==> src/rtl/ps2_pkg.sv <==
// Shared state encoding and prefix byte values for the PS/2 keyboard receiver.
package ps2_pkg;

  typedef enum logic [1:0] {
    IDLE   = 2'd0,
    DATA   = 2'd1,
    PARITY = 2'd2,
    STOP   = 2'd3
  } ps2_state_t;

  localparam logic [7:0] PS2_PREFIX_EXT = 8'hE0;
  localparam logic [7:0] PS2_PREFIX_REL = 8'hF0;

endpackage

==> src/rtl/ps2_sync_filter.sv <==
// Two-flop synchroniser plus FILTER_LEN-sample glitch filter for one PS/2 line.
// Both lines use the same filter so data stays aligned with the filtered clock.
module ps2_sync_filter #(
  parameter int FILTER_LEN = 8,
  parameter bit GEN_FALL   = 1'b0
) (
  input  logic clk_sys,
  input  logic reset_n,
  input  logic din,
  output logic dout,
  output logic fall
);

  localparam int CW = (FILTER_LEN > 1) ? $clog2(FILTER_LEN) : 1;
  localparam logic [CW-1:0] CNT_LAST = CW'(FILTER_LEN - 1);

  logic          sync1_q, sync1_d;
  logic          sync2_q, sync2_d;
  logic          filt_q, filt_d;
  logic          fall_q, fall_d;
  logic [CW-1:0] cnt_q, cnt_d;

  // Filtered level only moves after FILTER_LEN consecutive disagreeing samples.
  always_comb begin
    sync1_d = din;
    sync2_d = sync1_q;
    filt_d  = filt_q;
    cnt_d   = '0;
    if (sync2_q == filt_q) begin
      cnt_d = '0;
    end else if (cnt_q == CNT_LAST) begin
      filt_d = sync2_q;
      cnt_d  = '0;
    end else begin
      cnt_d = cnt_q + CW'(1);
    end
    fall_d = GEN_FALL & filt_q & ~filt_d;
  end

  // Reset to the idle-high bus level.
  always_ff @(posedge clk_sys) begin
    if (!reset_n) begin
      sync1_q <= 1'b1;
      sync2_q <= 1'b1;
      filt_q  <= 1'b1;
      cnt_q   <= '0;
      fall_q  <= 1'b0;
    end else begin
      sync1_q <= sync1_d;
      sync2_q <= sync2_d;
      filt_q  <= filt_d;
      cnt_q   <= cnt_d;
      fall_q  <= fall_d;
    end
  end

  assign dout = filt_q;
  assign fall = fall_q;

endmodule

==> src/rtl/ps2_kbd_rx.sv <==
// PS/2 keyboard receiver: frame decode, E0/F0 prefix folding and a one-entry
// valid/ready holding register towards the keyboard-matrix logic.
module ps2_kbd_rx #(
  parameter int FILTER_LEN     = 8,
  parameter int TIMEOUT_CYCLES = 50000
) (
  input  logic       clk_sys,
  input  logic       reset_n,
  input  logic       ps2_kbd_clk,
  input  logic       ps2_kbd_data,
  output logic       key_valid,
  input  logic       key_ready,
  output logic [7:0] key_code,
  output logic       key_ext,
  output logic       key_rel,
  output logic       rx_err,
  output logic       overrun
);
  import ps2_pkg::*;

  localparam int TW = $clog2(TIMEOUT_CYCLES + 1);
  localparam logic [TW-1:0] TMO_LAST = TW'(TIMEOUT_CYCLES - 1);

  logic clk_f, clk_fall, data_f, data_fall_unused;

  ps2_sync_filter #(.FILTER_LEN(FILTER_LEN), .GEN_FALL(1'b1)) u_clk_filt (
    .clk_sys (clk_sys),
    .reset_n (reset_n),
    .din     (ps2_kbd_clk),
    .dout    (clk_f),
    .fall    (clk_fall)
  );

  ps2_sync_filter #(.FILTER_LEN(FILTER_LEN), .GEN_FALL(1'b0)) u_data_filt (
    .clk_sys (clk_sys),
    .reset_n (reset_n),
    .din     (ps2_kbd_data),
    .dout    (data_f),
    .fall    (data_fall_unused)
  );

  ps2_state_t    state_q, state_d;
  logic [2:0]    bit_cnt_q, bit_cnt_d;
  logic [7:0]    shreg_q, shreg_d;
  logic          par_acc_q, par_acc_d;
  logic          par_ok_q, par_ok_d;
  logic [TW-1:0] tmo_cnt_q, tmo_cnt_d;
  logic          ext_pend_q, ext_pend_d;
  logic          rel_pend_q, rel_pend_d;
  logic          key_valid_q, key_valid_d;
  logic [7:0]    key_code_q, key_code_d;
  logic          key_ext_q, key_ext_d;
  logic          key_rel_q, key_rel_d;
  logic          rx_err_q, rx_err_d;
  logic          overrun_q, overrun_d;
  logic          byte_done;

  // Frame FSM, timeout watchdog, prefix folding and holding register.
  always_comb begin
    state_d     = state_q;
    bit_cnt_d   = bit_cnt_q;
    shreg_d     = shreg_q;
    par_acc_d   = par_acc_q;
    par_ok_d    = par_ok_q;
    tmo_cnt_d   = tmo_cnt_q;
    ext_pend_d  = ext_pend_q;
    rel_pend_d  = rel_pend_q;
    key_valid_d = key_valid_q & ~key_ready;
    key_code_d  = key_code_q;
    key_ext_d   = key_ext_q;
    key_rel_d   = key_rel_q;
    rx_err_d    = 1'b0;
    overrun_d   = 1'b0;
    byte_done   = 1'b0;

    if (state_q == IDLE || clk_fall) begin
      tmo_cnt_d = '0;
    end else begin
      tmo_cnt_d = tmo_cnt_q + TW'(1);
    end

    if (clk_fall) begin
      case (state_q)
        IDLE: begin
          if (!data_f) begin
            state_d   = DATA;
            bit_cnt_d = 3'd0;
            par_acc_d = 1'b0;
          end else begin
            state_d = IDLE;
          end
        end
        DATA: begin
          shreg_d[bit_cnt_q] = data_f;
          par_acc_d          = par_acc_q ^ data_f;
          bit_cnt_d          = bit_cnt_q + 3'd1;
          if (bit_cnt_q == 3'd7) begin
            state_d = PARITY;
          end else begin
            state_d = DATA;
          end
        end
        PARITY: begin
          par_ok_d = par_acc_q ^ data_f;
          state_d  = STOP;
        end
        STOP: begin
          if (data_f && par_ok_q) begin
            byte_done = 1'b1;
          end else begin
            rx_err_d   = 1'b1;
            ext_pend_d = 1'b0;
            rel_pend_d = 1'b0;
          end
          state_d = IDLE;
        end
        default: state_d = IDLE;
      endcase
    end else if (state_q != IDLE && tmo_cnt_q == TMO_LAST) begin
      rx_err_d   = 1'b1;
      ext_pend_d = 1'b0;
      rel_pend_d = 1'b0;
      tmo_cnt_d  = '0;
      state_d    = IDLE;
    end else begin
      state_d = state_q;
    end

    // An accept in the same cycle frees the slot, so the new event loads without overrun.
    if (byte_done) begin
      if (shreg_q == PS2_PREFIX_EXT) begin
        ext_pend_d = 1'b1;
      end else if (shreg_q == PS2_PREFIX_REL) begin
        rel_pend_d = 1'b1;
      end else begin
        ext_pend_d = 1'b0;
        rel_pend_d = 1'b0;
        if (!key_valid_q || key_ready) begin
          key_valid_d = 1'b1;
          key_code_d  = shreg_q;
          key_ext_d   = ext_pend_q;
          key_rel_d   = rel_pend_q;
        end else begin
          overrun_d = 1'b1;
        end
      end
    end else begin
      byte_done = 1'b0;
    end
  end

  // State and output registers.
  always_ff @(posedge clk_sys) begin
    if (!reset_n) begin
      state_q     <= IDLE;
      bit_cnt_q   <= 3'd0;
      shreg_q     <= 8'h00;
      par_acc_q   <= 1'b0;
      par_ok_q    <= 1'b0;
      tmo_cnt_q   <= '0;
      ext_pend_q  <= 1'b0;
      rel_pend_q  <= 1'b0;
      key_valid_q <= 1'b0;
      key_code_q  <= 8'h00;
      key_ext_q   <= 1'b0;
      key_rel_q   <= 1'b0;
      rx_err_q    <= 1'b0;
      overrun_q   <= 1'b0;
    end else begin
      state_q     <= state_d;
      bit_cnt_q   <= bit_cnt_d;
      shreg_q     <= shreg_d;
      par_acc_q   <= par_acc_d;
      par_ok_q    <= par_ok_d;
      tmo_cnt_q   <= tmo_cnt_d;
      ext_pend_q  <= ext_pend_d;
      rel_pend_q  <= rel_pend_d;
      key_valid_q <= key_valid_d;
      key_code_q  <= key_code_d;
      key_ext_q   <= key_ext_d;
      key_rel_q   <= key_rel_d;
      rx_err_q    <= rx_err_d;
      overrun_q   <= overrun_d;
    end
  end

  assign key_valid = key_valid_q;
  assign key_code  = key_code_q;
  assign key_ext   = key_ext_q;
  assign key_rel   = key_rel_q;
  assign rx_err    = rx_err_q;
  assign overrun   = overrun_q;

endmodule

==> config.mk <==
export PLATFORM = sky130hd
export DESIGN_NAME = ps2_kbd_rx
export DESIGN_NICKNAME = d
export VERILOG_FILES = /design/src/rtl/ps2_pkg.sv /design/src/rtl/ps2_sync_filter.sv /design/src/rtl/ps2_kbd_rx.sv
export SDC_FILE = /design/constraint.sdc
export NUM_CORES = 1
export LEC_CHECK = 0
export ABC_AREA = 1
export CORE_MARGIN = 1
export CORE_UTILIZATION = 60
export DETAILED_ROUTE_END_ITERATION = 8
export DONT_BUFFER_PORTS = 1
export HOLD_SLACK_MARGIN = 0.15
export MAX_ROUTING_LAYER = met4
export PLACE_DENSITY = 0.74
export SETUP_SLACK_MARGIN = 0.15
export SLEW_MARGIN = 25
export SYNTH_ARGS = -nofsm -noshare
export SYNTH_HDL_FRONTEND = slang
export SYNTH_SLANG_ARGS = --single-unit
export TNS_END_PERCENT = 1
==> constraint.sdc <==
create_clock -name clk_sys -period 1.6 [get_ports clk_sys]
set_input_delay 0.08 -clock clk_sys [delete_from_list [all_inputs] [get_ports clk_sys]]
set_output_delay 0.08 -clock clk_sys [all_outputs]
set_load 0.02 [all_outputs]
======== Word level (Yosys, flattened, before mapping) ========
Index checks and enable logic that the tools add are counted.
storage, ports and cells
  register bits ........................... 59
  input port bits ......................... 5
  output and inout port bits .............. 13
  logic and storage cells ................. 112
cells by class
  add/sub/neg operators ................... 4
  order comparisons ....................... 2
  eq/ne operators ......................... 12
  mux-type cells .......................... 43
  bitwise logic cells ..................... 10
  reductions and logical operators ........ 18
operator list
  kind                                                                   count
  16-bit two-way mux                                                     3
  1-bit two-way mux                                                      31
  16-bit by 1-bit adder with 16-bit output, second input constant        1
  16-bit == test, second input constant                                  1
  8-bit == test, second input constant                                   2
  3-bit by 1-bit adder with 3-bit output, second input constant          3
  3-bit == test, second input constant                                   3
  8-bit bitwise mux                                                      1
  2-bit case mux with 4 select lines                                     1
  1-bit NOT                                                              7
  2-bit two-way mux                                                      3
  3-bit case mux with 2 select lines                                     1
  2-bit AND reduction                                                    3
  2-bit nonzero test                                                     3
  3-bit OR reduction                                                     2
  2-bit == test, second input constant                                   2
  3-bit by 4-bit < comparator with 1-bit output, second input constant   1
  4-bit AND reduction                                                    1
  4-bit OR reduction                                                     1
  1-bit demux with 3-bit select                                          1
  3-bit by 1-bit >= comparator with 1-bit output, second input constant  1
  1-bit logical AND                                                      3
  3-bit two-way mux                                                      1
  3-bit AND reduction                                                    1
  9 further kinds                                                        12

======== Longest topological paths before layout ========
  depth after elaboration ................. 7
  mapped depth ............................ 8
  gate-level depth less buffers ........... 8

======== By module ========
From an unflattened synthesis, not the netlist that was laid out.
unflattened totals
  cell total of the unflattened synthesis .. 362
  area, all modules ....................... 2678.8 um^2
by module, submodules not included
  module                          times used  cells an instance  area an instance (um^2)  seq. area each (um^2)
  ps2_kbd_rx                      1           309                2193.4                   920.9
  ps2_sync_filter at u_clk_filt   1           27                 252.7                    140.1
  ps2_sync_filter at u_data_filt  1           26                 232.7                    120.1

======== Least setup slack after synthesis ========
OpenSTA, ideal clock, no wires.
  path type ............................... reg-to-reg
  start point ............................. register tmo_cnt_q[0]
  end point ............................... register tmo_cnt_q[4]
  library setup time ...................... 0.125 ns
  arrival ................................. 1.236 ns
  required time ........................... 1.475 ns
  path slack .............................. 0.239 ns
  stages on the path, launching flop included .. 7
  path buffers ............................ 0
  period minus slack after synthesis ...... 1.361 ns
  path through ............................ dfxtp_1 ha_1 nand3_1 nor2_1 nand3_1 nand2_1 nor3b_1
between the ends
  cells in the longest elaborated chain, start to end .. 4
  elaborated cells on any way between the ends .. 6
  classes of those cells .................. 1 x add/sub; 1 x eq/ne; 3 x mux; 1 x reduce/logical
RTL lines
  element                                                                            line                                 source
  start, declared                                                                    ps2_kbd_rx.sv:47                     logic [TW-1:0] tmo_cnt_q, tmo_cnt_d;
  start signal, assigned                                                             ps2_kbd_rx.sv:175                    tmo_cnt_q <= tmo_cnt_d;
  16-bit by 1-bit adder with 16-bit output / 16-bit == test (equally long branches)  ps2_kbd_rx.sv:79, ps2_kbd_rx.sv:119
  16-bit two-way mux / 1-bit logical AND (equally long branches)                     ps2_kbd_rx.sv:76, ps2_kbd_rx.sv:119
  16-bit two-way mux                                                                 ps2_kbd_rx.sv:119                    end else if (state_q != IDLE && tmo_cnt_q == TMO_LAST) begin
  16-bit two-way mux *                                                               ps2_kbd_rx.sv:82                     if (clk_fall) begin
Every way passes the cells marked *; elsewhere a longest branch is shown, timed or not.
A chain may end at the register's enable or synchronous reset.

======== Final worst setup path ========
  start point ............................. register u_clk_filt.fall_q, in the netlist u_clk_filt.fall
  end point ............................... register key_valid_q, in the netlist key_valid
between the ends
  cells in the longest elaborated chain, start to end .. 2
RTL lines
  element                 line                   source
  start, declared         ps2_sync_filter.sv:20  logic fall_q, fall_d;
  start signal, assigned  ps2_sync_filter.sv:53  fall_q <= fall_d;
  1-bit two-way mux       ps2_kbd_rx.sv:82
  1-bit two-way mux       ps2_kbd_rx.sv:130      if (byte_done) begin
  end signal, assigned    ps2_kbd_rx.sv:178      key_valid_q <= key_valid_d;
  end, declared           ps2_kbd_rx.sv:50       logic key_valid_q, key_valid_d;
No other way between the ends.

==> run summary <==
run status: complete, no violations
core box area: 4030 µm²
CP cell instances: inv_2 > nor4_1 > nand3_1 > o21ai_0
DPL Wire Length: 3.23 mm
layout cells sized above 1: 10.8%
Layout Skew: 7.46 ps
number of I/O pins: 18
Max H-tree Level: 3
Mapped Cells: 338
Initial Utilization: 62.7%
GR Util All Layers: 24.0%
Slew @ Worst Pin: 531 ps
Vias: 2114
Avg Inst Size Synth: 7.47 µm²
crit share post-route: 90.3%
total gr overflow: 0
largest net degree at the start of global routing: 16
HP Class: input pin to register
pre-CTS WS: 7.95 ps
setup ws final: 155 ps
Synth Area in Compound Gates: 11.1%
unrepaired setup endpoints after global routing: true
critical path class: register to register
post-synthesis adder-cell area fraction: 3.47%
die width: 66.9 µm
antenna diode count: 0
pwr dens: 1060 nW/µm²
root buffer cell: clkbuf_8
share of the yosys chip area belonging to registers: 46.8%
mux contribution to synthesized area: 0%
Max Clk Rate: 692 MHz
num rows: 23
final wirelength: 4.67 mm
max incr delay on CP: 520 ps
synth-to-layout area growth: 17.1%
setup bufs post-CTS: 0
CTS buffer count: 9
WL per Instance: 11.3 µm
crit path DAT: 1710 ps
design area: 2960 µm²
crit end category: register
endpoints failing setup: 0
post-route antenna net violation count: 0
first-pass GRT wire length: 7.61 mm
Synth Cell Area: 2530 µm²
clk slew on worst S/H paths: 70 ps
setup TNS: 0 ps
final hold vios: 0
Final min period: 1450 ps
Final Wtd Congestion: 0.832
largest family of logic cells by synthesized area: simple AND/OR/NAND/NOR gates
crit-path leading delay family: simple AND/OR/NAND/NOR gates
Worst-Skew Late Latency: 340 ps
Placement Cell Area: 2610 µm²
initial antenna violation count: 0
max-slew violation count: 0
Sw Share: 18.3%
vias per cell: 5.13
Crit path required time: 1870 ps
die area: 4470 µm²
post-synthesis xor/xnor area fraction: 1.73%
synth unique cells: 28
PortBufs: 0
max cap viols: 0
Worst VDD drop: 0.631 mV
Longest Clk Path Bufs: 2
Internal: 2.57 mW
sw power: 575 µW
critical path startpoint category: register
Clock Power Share: 51.6%
FF+latch count, synth: 59
Flop pwr share: 47.1%
Comb power frac: 1.3%
CP Buf/Inv Count: 1
Post-Syn Nets: 350
Lkg Pwr: 1.14 nW
Ys Warns: 0
Post-Synth Simple-Gate Area: 29.9%
Slowest cell on crit path: nor4_1
critical-path maximum fanout: 6
DRT Pass-1 Iters: 4
CTS sink cnt: 59
vias in the first global route: 1810
Hold WS: 134 ps
CTS tree: done
relative slew slack: 64.3%
Filler Cells Inserted: 326
Final Net Count: 369
Initial DRC Count: 152
Die H: 66.9 µm
Remaining DRCs: 0
-- state kept, by name (all words and copies together), names as in the netlist, 2 cells and up --
name,count
tmo_cnt_q,16
shreg_q,8
state_q,2
bit_cnt_q,3
u_clk_filt.cnt_q,3
key_code,8
u_data_filt.cnt_q,3
-- layout make-up --
cell class,instances,area (µm²),share of cell area [%]
Clock buffer,11,141,4.78
Tap cell,50,62.6,2.12
Timing Repair Buffer,13,118,3.98
Inverter,42,158,5.33
Clock inverter,5,100,3.38
Multi-Input combinational cell,232,1200,40.5
Sequential cell,59,1180,39.9
-- worst register-to-register path: stages, from the launching register on --
cell,delay [ps]
dfxtp_1,440
inv_2,130
nor4_1,520
nand3_1,170
o21ai_0,110
-- worst paths after layout --
path,cells after the start,to,from,slack [ps]
min,2,u_clk_filt.sync1_q,reset_n,130
max reg2reg,4,key_valid,u_clk_filt.fall,150
min reg2reg,1,u_clk_filt.sync2_q,u_clk_filt.sync1_q,410
max,4,key_valid,u_clk_filt.fall,150
-- per-stage QoR --
| step | cells | utilization, % | total power [mW] |
|---|---|---|---|
| 3_3_place_gp | 388 | 64.7 | 1.54 |
| 5_1_grt | 412 | 73.4 | 3.23 |
| 2_1_floorplan | 338 | - | 1.53 |
| 4_1_cts | 409 | 72.1 | 3.17 |
| 6_report | 412 | 73.4 | 3.14 |
| 3_5_place_dp | 388 | 64.7 | 1.54 |
-- cell usage after synthesis, drive strengths merged --
| library cell | count | area, µm² |
|---|---|---|
| clkbuf | 4 | 15.0 |
| a211oi | 1 | 7.51 |
| a21oi | 28 | 144 |
| nor3 | 8 | 67.6 |
| or2 | 4 | 25.0 |
| nor4 | 1 | 6.26 |
| nand2 | 55 | 214 |
| ha | 7 | 87.6 |
| xor2 | 2 | 17.5 |
| xnor2 | 3 | 26.3 |
| inv | 42 | 158 |
| nand3 | 28 | 145 |
| a31oi | 1 | 6.26 |
| o21ai | 23 | 115 |
| nor3b | 1 | 7.51 |
| nand4 | 6 | 37.5 |
| dfxtp | 59 | 1180 |
| buf | 1 | 5.00 |
| o211ai | 1 | 7.51 |
| nor2 | 63 | 253 |
-- cells by family (layout without fill, tap and decap cells) --
| kind of cell | Yosys count | count (layout) |
|---|---|---|
| compound gates | 54 | 54 |
| xor+xnor | 5 | 5 |
| fa+ha+maj | 7 | 7 |
| buf+inv | 47 | 71 |
| flops | 59 | 59 |
| simple gates | 166 | 166 |
-- repair_timing --
action                                  4_1_cts  5_1_grt
hold endpoints to repair                     21       15
hold buffers                                  5        3
endpoints found under the setup margin       13       35
gates resized for setup                       3        7
pin swaps                                     0        1
-- cells in the final DEF (no fill, tap or decap), types with 3 or more instances in the layout --
master and n:
clkbuf_8 10, or2_2 4, bufinv_16 3, inv_1 40, nand2_1 53, nand4_1 6
o21ai_0 21, a21oi_1 27, buf_4 5, nor2_1 59, dlygate4sd3_1 8, ha_1 7
nand3_1 25, nor3_1 5, dfxtp_1 59, nand3_2 3, xnor2_1 3
-- power by group through the flow --
| stage | clock (mW) | sequential (mW) | combinational [mW] |
|---|---|---|---|
| floorplan | 0 | 1.51 | 0.0228 |
| global placement | 0 | 1.51 | 0.0257 |
| detailed placement | 0 | 1.51 | 0.0263 |
| CTS | 1.66 | 1.48 | 0.0322 |
| global route | 1.70 | 1.48 | 0.0466 |
| finish | 1.62 | 1.48 | 0.0416 |
-- layer usage --
metal | global-route usage, % | wire length (µm)
met1 | 30.1 | 2380
met4 | 16.0 | 113
met5 | - | 0
met2 | 34.3 | 1960
met3 | 5.14 | 212
Power figures use the tool's default switching activity.
